--- src/rtl/sfx_pkg.sv ---
`default_nettype none
// +------------------------------------------------------------------+
// | sfx_pkg : voice state encoding, volume->amplitude table, clamp   |
// | Rev 1.0                                                          |
// +------------------------------------------------------------------+
package sfx_pkg;

   typedef enum logic {
      ST_IDLE = 1'b0,
      ST_PLAY = 1'b1
   } voice_state_t;

   localparam logic signed [15:0] AMP_0 = 16'sh0000;
   localparam logic signed [15:0] AMP_1 = 16'sh0800;
   localparam logic signed [15:0] AMP_2 = 16'sh1000;
   localparam logic signed [15:0] AMP_3 = 16'sh2000;
   localparam logic signed [15:0] AMP_4 = 16'sh3000;
   localparam logic signed [15:0] AMP_5 = 16'sh4000;

   function automatic logic signed [15:0] amp_of(input logic [3:0] vol);
      case (vol)
         4'd0:    amp_of = AMP_0;
         4'd1:    amp_of = AMP_1;
         4'd2:    amp_of = AMP_2;
         4'd3:    amp_of = AMP_3;
         4'd4:    amp_of = AMP_4;
         default: amp_of = AMP_5;
      endcase
   endfunction

   // Returns 2'b10 when x exceeds the w-bit signed max, 2'b01 below the min.
   function automatic logic [1:0] sat_dir(input logic signed [31:0] x, input int unsigned w);
      logic signed [31:0] hi;
      logic signed [31:0] lo;
      hi = (32'sd1 <<< (w - 1)) - 32'sd1;
      lo = -hi - 32'sd1;
      if (x > hi)
         sat_dir = 2'b10;
      else if (x < lo)
         sat_dir = 2'b01;
      else
         sat_dir = 2'b00;
   endfunction

endpackage
`default_nettype wire

--- src/rtl/sfx_voice.sv ---
`default_nettype none
// +------------------------------------------------------------------+
// | sfx_voice : one square-wave voice (FSM, divider, duration,       |
// | optional SFX_SWEEP_EN pitch sweep).  Rev 1.0                     |
// +------------------------------------------------------------------+
module sfx_voice
   import sfx_pkg::*;
#(
   parameter int DIV_W  = 22,
   parameter int DUR_W  = 32,
   parameter int AUD_W  = 16,
   parameter int RETRIG = 1
`ifdef SFX_SWEEP_EN
   ,
   parameter int SWEEP_PERIOD = 50000,
   parameter int SWEEP_STEP   = 64
`endif
) (
   input  logic                    clk,
   input  logic                    rst,
   input  logic                    i_trigger,
   input  logic [DIV_W-1:0]        i_div,
   input  logic [DUR_W-1:0]        i_dur,
   input  logic signed [15:0]      i_amp,
   output logic                    o_active,
   output logic signed [AUD_W-1:0] o_contrib
);

   voice_state_t     r_state;
   logic [DIV_W-1:0] r_div;
   logic [DIV_W-1:0] r_clk_cnt;
   logic [DUR_W-1:0] r_remain;
   logic             r_phase;

   logic             w_start;
   logic             w_load;
   logic [DIV_W-1:0] w_div_eff;

`ifdef SFX_SWEEP_EN
   logic [31:0]      r_sweep_cnt;
   logic [DIV_W:0]   w_div_step;
   assign w_div_step = {1'b0, r_div} + (DIV_W+1)'(SWEEP_STEP);
`endif

   assign w_start   = i_trigger && (i_dur != '0);
   assign w_load    = w_start && ((r_state == ST_IDLE) || (RETRIG != 0));
   assign w_div_eff = (r_div == '0) ? DIV_W'(1) : r_div;

   // A load also covers retrigger, so it takes priority over expiry.
   always_ff @(posedge clk) begin
      if (rst) begin
         r_state   <= ST_IDLE;
         r_div     <= '0;
         r_clk_cnt <= '0;
         r_remain  <= '0;
         r_phase   <= 1'b1;
`ifdef SFX_SWEEP_EN
         r_sweep_cnt <= '0;
`endif
      end else if (w_load) begin
         r_state   <= ST_PLAY;
         r_div     <= i_div;
         r_clk_cnt <= '0;
         r_remain  <= i_dur;
         r_phase   <= 1'b1;
`ifdef SFX_SWEEP_EN
         r_sweep_cnt <= '0;
`endif
      end else if (r_state == ST_PLAY) begin
         if (r_remain == DUR_W'(1)) begin
            r_state <= ST_IDLE;
         end else begin
            r_remain <= r_remain - DUR_W'(1);
            if (r_clk_cnt == w_div_eff) begin
               r_clk_cnt <= '0;
               r_phase   <= ~r_phase;
            end else begin
               r_clk_cnt <= r_clk_cnt + DIV_W'(1);
            end
`ifdef SFX_SWEEP_EN
            if (r_sweep_cnt == 32'(SWEEP_PERIOD - 1)) begin
               r_sweep_cnt <= '0;
               r_div       <= w_div_step[DIV_W] ? '1 : w_div_step[DIV_W-1:0];
            end else begin
               r_sweep_cnt <= r_sweep_cnt + 32'd1;
            end
`endif
         end
      end
   end

   assign o_active  = (r_state == ST_PLAY);
   assign o_contrib = !o_active ? '0 : (r_phase ? AUD_W'(i_amp) : -AUD_W'(i_amp));

endmodule
`default_nettype wire

--- src/rtl/sfx_voice_engine.sv ---
`default_nettype none
// +------------------------------------------------------------------+
// | sfx_voice_engine : NUM_CH voices + ducking saturating mixer.     |
// | SFX_SWEEP_EN enables per-voice pitch sweep.  Rev 1.0             |
// +------------------------------------------------------------------+
module sfx_voice_engine
   import sfx_pkg::*;
#(
   parameter int NUM_CH     = 4,
   parameter int DIV_W      = 22,
   parameter int DUR_W      = 32,
   parameter int AUD_W      = 16,
   parameter int DUCK_SHIFT = 1,
   parameter int RETRIG     = 1
`ifdef SFX_SWEEP_EN
   ,
   parameter int SWEEP_PERIOD = 50000,
   parameter int SWEEP_STEP   = 64
`endif
) (
   input  logic                      clk,
   input  logic                      rst,
   input  logic [NUM_CH-1:0]         trigger,
   input  logic [NUM_CH*DIV_W-1:0]   note_div,
   input  logic [NUM_CH*DUR_W-1:0]   duration,
   input  logic [3:0]                vol_num,
   input  logic signed [AUD_W-1:0]   bgm_audio,
   output logic [NUM_CH-1:0]         voice_active,
   output logic signed [AUD_W-1:0]   audio
);

   localparam int SUM_W = AUD_W + $clog2(NUM_CH + 1);
   localparam logic signed [AUD_W-1:0] AUD_MAX = {1'b0, {(AUD_W-1){1'b1}}};
   localparam logic signed [AUD_W-1:0] AUD_MIN = {1'b1, {(AUD_W-1){1'b0}}};

   logic signed [15:0]      w_amp;
   logic signed [AUD_W-1:0] w_contrib [NUM_CH];
   logic signed [SUM_W-1:0] w_sum;
   logic [1:0]              w_sat;

   assign w_amp = amp_of(vol_num);

   generate
      for (genvar g = 0; g < NUM_CH; g++) begin : g_voice
         sfx_voice #(
            .DIV_W  (DIV_W),
            .DUR_W  (DUR_W),
            .AUD_W  (AUD_W),
            .RETRIG (RETRIG)
`ifdef SFX_SWEEP_EN
            ,
            .SWEEP_PERIOD (SWEEP_PERIOD),
            .SWEEP_STEP   (SWEEP_STEP)
`endif
         ) u_voice (
            .clk       (clk),
            .rst       (rst),
            .i_trigger (trigger[g]),
            .i_div     (note_div[g*DIV_W +: DIV_W]),
            .i_dur     (duration[g*DUR_W +: DUR_W]),
            .i_amp     (w_amp),
            .o_active  (voice_active[g]),
            .o_contrib (w_contrib[g])
         );
      end
   endgenerate

   always_comb begin
      w_sum = SUM_W'(bgm_audio);
      if (|voice_active)
         w_sum = w_sum >>> DUCK_SHIFT;
      for (int i = 0; i < NUM_CH; i++)
         w_sum = w_sum + SUM_W'(w_contrib[i]);
   end

   assign w_sat = sat_dir(32'(w_sum), AUD_W);

   always_ff @(posedge clk) begin
      if (rst) begin
         audio <= '0;
      end else begin
         case (w_sat)
            2'b10:   audio <= AUD_MAX;
            2'b01:   audio <= AUD_MIN;
            default: audio <= w_sum[AUD_W-1:0];
         endcase
      end
   end

endmodule
`default_nettype wire

--- config.mk ---
export PLATFORM = sky130hd
export DESIGN_NAME = sfx_voice_engine
export DESIGN_NICKNAME = d
export VERILOG_FILES = /design/src/rtl/sfx_pkg.sv /design/src/rtl/sfx_voice.sv /design/src/rtl/sfx_voice_engine.sv
export SDC_FILE = /design/constraint.sdc
export NUM_CORES = 1
export LEC_CHECK = 0
export CAP_MARGIN = 20
export CORE_MARGIN = 5
export CORE_UTILIZATION = 55
export DETAILED_ROUTE_END_ITERATION = 7
export GPL_ROUTABILITY_DRIVEN = 0
export PLACE_DENSITY = 0.91
export RECOVER_POWER = 100
export SLEW_MARGIN = 20
export SYNTH_ARGS = -nofsm -noshare
export SYNTH_HDL_FRONTEND = slang
export SYNTH_SLANG_ARGS = --single-unit
--- constraint.sdc ---
create_clock -name clk -period 8.8 [get_ports clk]
set_input_delay 1.32 -clock clk [delete_from_list [all_inputs] [get_ports clk]]
set_output_delay 1.32 -clock clk [all_outputs]
set_load 0.01 [all_outputs]
After elaboration in Yosys (flattened, before gate mapping)
Index checks and enable logic that the tools add are counted. Widths: inputs -> output; s select.

Output and inout port bits: 20. Bits in registers: 328. Input port bits: 242. Logic and storage cells: 141.

Order comparisons: 2. Multiplexer cells: 45. Bitwise operators: 8. Add/sub/neg operators: 13. Equality and inequality tests: 18. Reductions and logical operators: 34.

Operators by type and width (number): $mux 32 (12); $mux 22 (8); $eq 32x1->1 const B (4); $mux 16 (8); $reduce_bool 32->1 (4); $sub 32x1->32 const B (4); $add 22x1->22 const B (4); $eq 22x22->1 (4); $logic_not 22->1 (4); $pmux 15 s5 (1); $pmux 16 s2 (1); $add 18x16->19 (1); $add 19x16->19 (1); $gt 19x16->1 const B (1); $lt 19x16->1 const B (1); $add 17x16->18 (1); $add 16x16->17 (1); $neg 15->16 (1); $reduce_and 2->1 (8); $mux 15 (1); $mux 1 (13); $reduce_and 3->1 (4); $eq 4x2->1 const B (2); $ne 2x1->1 const B (4); other kinds (11) (27).

Longest topological paths before layout
Depth in word-level cells: 14. Mapped depth: 22. Depth with buffers taken out: 20.

Hierarchy
A second synthesis with hierarchy kept.

Cells, all modules: 2732. Area, all modules: 21883.5 um^2.

Modules (own cells, without submodules): sfx_voice (g_voice[1].u_voice ...) (area each 4703.3 um^2, seq. area each 1561.5 um^2, instances 3, cells an instance 600); sfx_voice (g_voice[0].u_voice) (area each 4630.7 um^2, seq. area each 1561.5 um^2, instances 1, cells an instance 598); sfx_voice_engine (area each 3143.0 um^2, seq. area each 320.3 um^2, instances 1, cells an instance 334).

Least setup slack after synthesis
OpenSTA, ideal clock, no wires.

Path type: input-to-reg. From: in vol_num[3]. To: reg audio[10]. Slack: 2422 ps. Setup time: 132 ps. Stages on the path: 20. Buffers on the path: 2. Required time: 8668 ps. Arrival time: 6246 ps. Cell sequence: clkbuf_1 -> nor4b_1 -> inv_1 -> ha_1 -> nor2_1 -> xor2_1 -> and2_1 -> fa_1 -> fa_1 -> inv_1 -> fa_1 -> inv_1 -> ha_1 -> a211oi_1 -> nor3_1 -> or3b_2 -> and3_1 -> o21ai_0 -> clkbuf_1 -> o21ai_0.

Word-level cells in the longest chain between the ends: 14. Elaborated cells between the ends (all ways): 26. Classes of those cells: add/sub: 5; order compare: 2; eq/ne: 6; mux: 12; reduce/logical: 1.

Ends and longest elaborated chain: start: declaration (RTL line sfx_voice_engine.sv:26) `input logic [3:0] vol_num,`; $eq 4x3->1 (tied with other cells) (RTL line sfx_pkg.sv:21) `case (vol)`; $pmux 15 s5 * (RTL line sfx_pkg.sv:21); $neg 15->16 (RTL line sfx_voice.sv:93) `assign o_contrib = !o_active ? '0 : (r_phase ? AUD_W'(i_amp) : -AUD_W'(i_amp));`; $mux 16 (2 in a row) (RTL line sfx_voice.sv:93); $add 16x16->17 (RTL line sfx_voice_engine.sv:73) `w_sum = w_sum + SUM_W'(w_contrib[i]);`; $add 17x16->18 (RTL line sfx_voice_engine.sv:73); $add 18x16->19 (RTL line sfx_voice_engine.sv:73); $add 19x16->19 * (RTL line sfx_voice_engine.sv:73); $lt 19x16->1 (RTL line sfx_pkg.sv:39) `else if (x < lo)`; $mux 1 (RTL line sfx_pkg.sv:39); $mux 2 * (RTL line sfx_pkg.sv:37) `if (x > hi)`; $eq 2x1->1 or $eq 2x2->1 (tied branches) (RTL line sfx_voice_engine.sv:82) `case (w_sat)`; $pmux 16 s2 * (RTL line sfx_voice_engine.sv:82); end signal: assignment (RTL line sfx_voice_engine.sv:85) `default: audio <= w_sum[AUD_W-1:0];`; end: declaration (RTL line sfx_voice_engine.sv:29) `output logic signed [AUD_W-1:0] audio`.

Every way passes the cells marked *; elsewhere a longest branch is shown, timed or not. A chain may end at the register's enable or synchronous reset.

Final worst setup path
From: in vol_num[3]. To: reg audio[4].

Same word-level chain as after synthesis.

==> results.tsv <==
stage	metric	value	unit
run_status	status	finished with violations	
run_status	violations	capacitance limit, slew limit	
floorplanning	die_height	190	um
critical_path	cp_max_fo	15	
synthesis	async_reset_ff_share	0	%
final_layout	area_delta_synth_final	22.5	%
synthesis	synth_seq_cells	328	
critical_path	cp-startpoint	vol_num[3]	
synthesis	synth_top_family_by_area	simple AND/OR/NAND/NOR gates	
global_routing	grt_pass1_wl	83100	um
synthesis	synth_area	17900	sq um
critical_path	arrival	7.82	ns
critical_path	setup.worst_path.start_class	input port	
clock_tree	h-tree-depth	2	
critical_path	criticalPathCategory	in -> reg	
synthesis	synth_mux_area_share	1.27	%
floorplanning	start_util	55.4	%
power_and_ir_drop	total_power	3.88	mW
power_and_ir_drop	power_density	177	nW/um^2
detailed_routing	dr_total_vias	17748	
final_layout	drive_above_1_share	4.18	%
place	portBuffers	261	
global_routing	grt_max_degree	99	
synthesis	synthCells	2214	
clock_tree	clkSinkCount	328	
detailed_routing	wl	50900	um
sta	final-setup-viol-count	0	
clock_tree	cts_inserted_buffers	35	
final_layout	n_fill_cell	2391	
synthesis	synthSimpleGateAreaFrac	28.1	%
hold_path	hp-class	reg -> reg	
critical_path	rr_startpoint	g_voice[0].u_voice.o_active	
synthesis	synth_fp_nets	2494	
synthesis	synthFlopType	dfxtp_1	
critical_path	endpoint_kind	register	
synthesis	synth_fa_ha_area_share	3.37	%
sta	fin_crit	7.50	ns
detailed_routing	ant_nets	0	
sta	hold_viol_final	0	
floorplanning	ios	262	
final_layout	final_cells	2862	
sta	tns	0	ns
clock_tree	clockBufferDepth	3	
power_and_ir_drop	power_leakage	7.45	nW
clock_tree	clock_latency	0.51	ns
place	placed_cells	2798	
detailed_routing	wl_per_cell	17.8	um
floorplanning	core-area	32300	sq um
sta	slew_violations	361	
sta	period_share	85.3	%
detailed_routing	initialDrtViolationCount	1690	
synthesis	syn_avg_cell_area	8.08	sq um
critical_path	critical-path-top-delay-family	adder cells	
sta	slew_headroom	-139	%
floorplanning	die_x	190	um
place	dp_hpwl	36000	um
sta	worstMarginPinSlew	3.58	ns
synthesis	seq_area_frac_synth	36.7	%
run	maxCapViolCount	6	
critical_path	cp_slowest_stage_delay	0.77	ns
critical_path	crit_buf_inv	4	
detailed_routing	remaining_drc_errors	0	
synthesis	ys_warn_count	0	
sta	fmax	133	MHz
detailed_routing	first_pass_iters	5	
power_and_ir_drop	peakVddDrop	0.000115	V
global_routing	antenna_found_initial	2	
synthesis	synthDistinctLibCells	65	
floorplanning	die_area	36200	sq um
global_routing	grt_pass1_vias	17226	
sta	grt_setup_unrepaired	no	
clock_tree	root_buffer	clkbuf_16	
critical_path	cp.required	9.12	ns
synthesis	synth_xor_area_share	11.4	%
clock_tree	cts_resized	0	
critical_path	path_cells	dlygate4sd3_1, nor4b_1, inv_1, ha_1, nor2_1, xor2_1, and2_0, fa_1, fa_1, inv_1, fa_1, inv_1, ha_1, a211oi_1, nor3_1, or3b_2, and3_1, o21ai_1, o21ai_0	
sta	skew	0.0104	ns
global_routing	grt_util_all_layers	26.8	%
synthesis	synth-compound-area-share	15.3	%
clock_tree	postCtsSetupBuffers	0	
hold_path	worstHoldStart	g_voice[2].u_voice.r_div[5]	
synthesis	synth_edf_count	0	
detailed_routing	viasPerCell	6.20	
clock_tree	path_clk_slew	0.06	ns
clock_tree	cts_tree	built	
critical_path	cpMaxStageDelayCell	o21ai_1	
final_layout	num-nets-final	2673	
floorplanning	num_rows	66	
clock_tree	cts-hold-fix-buffers	0	
global_routing	grt_overflow	0	
[worst reg2reg max path, delay by kind of cell (launching register included)]
kind	cells	cell delay, ns
adder cells (fa/ha/maj)	4	1.95
flip-flops	1	0.35
AND/OR/NAND/NOR	4	1.10
buffers and inverters	4	1.66
AO/OA/AOI/OAI	3	1.45
[power breakdown]
| part | internal, mW | total, mW | switching [mW] |
|---|---|---|---|
| Sequential | 1.57 | 1.66 | 0.0844 |
| Clock | 1.00 | 1.61 | 0.608 |
| Combinational | 0.291 | 0.618 | 0.327 |
[per-layer routing]
metal	track usage, %	vias up	routed length [um]
met1	35.0	8412	21200
met4	8.37	0	1390
met5	0	-	0
met3	3.68	114	4110
met2	46.1	840	24300
li1	-	8382	-
[final timing paths]
check	to	slack (ns)	cells past startpoint
setup / recovery	audio[4]	1.30	19
hold / removal	g_voice[2].u_voice.r_div[5]	0.48	2
setup reg to reg	audio[4]	2.12	15
hold reg to reg	g_voice[2].u_voice.r_div[5]	0.48	2
[final cells by class]
cell class              count  area (sq um)  area share, %
repair buffers            276          2700           12.3
diodes                      1          2.50         0.0114
well taps                 442           553           2.52
flip-flops and latches    328          6570           30.0
clock inverters            16           236           1.08
clock buffers              47          1030           4.71
inverters                  47           176          0.805
multi-input cells        1705         10700           48.6
[cells in the final DEF (no fill, tap or decap), types with 12 or more instances in the layout]
cell type,instances
dfxtp_1,328
mux2i_1,17
inv_1,47
a211oi_1,107
nand2_1,253
or4_1,32
o31ai_1,17
and4_1,15
fa_1,17
clkbuf_16,37
ha_1,21
a21oi_1,127
dlygate4sd3_1,24
nor4_1,106
nand3_1,76
and3_1,25
nand4_1,85
a311oi_1,20
or3_1,34
xnor2_1,154
nor3_1,69
and2_1,12
clkdlybuf4s50_1,236
nor2b_1,15
o21ai_0,63
nor2_1,230
xor2_1,78
[logic make-up (layout without fill, tap and decap cells)]
family                   Yosys count  count (layout)
AO/OA/AOI/OAI                    414             414
AND/OR/NAND/NOR                  999             999
other                              0               1
buffers and inverters            181             386
flip-flops                       328             328
multiplexers                      22              22
adder cells (fa/ha/maj)           38              38
XOR/XNOR                         232             232
[Yosys cell counts, drive strengths merged, types with 33 or more instances]
cell type  number  area share, %
nand4          85            3.0
xor2           78            3.8
or3            34            1.2
inv            47           0.99
a211oi        108            4.6
nor3           70            2.0
nand2         253            5.3
or4            33            1.4
dfxtp         328             37
a21oi         127            3.6
nor2          230            4.8
nand3          76            2.1
nor4          110            3.9
o21ai          68            1.9
clkbuf        117            2.5
xnor2         154            7.5
[metrics by stage]
step           utilization, %  hold slack [ns]  setup WS [ns]  instance area, sq um
2_1_floorplan               -            0.450           2.42                 17900
6_report                 67.9            0.478           1.30                 21900
3_5_place_dp             64.1            0.474          0.905                 20700
3_3_place_gp             64.1            0.465           1.35                 20700
4_1_cts                  68.1            0.482           1.28                 22000
5_1_grt                  67.9            0.506           1.00                 21900
[state kept, by name, indices dropped and copies added, names as in the netlist]
register,count
g_voice.u_voice.r_remain,128
g_voice.u_voice.o_active,4
g_voice.u_voice.r_phase,4
g_voice.u_voice.r_div,88
g_voice.u_voice.r_clk_cnt,88
audio,16
Note: power is estimated with default switching activity, not from simulation.
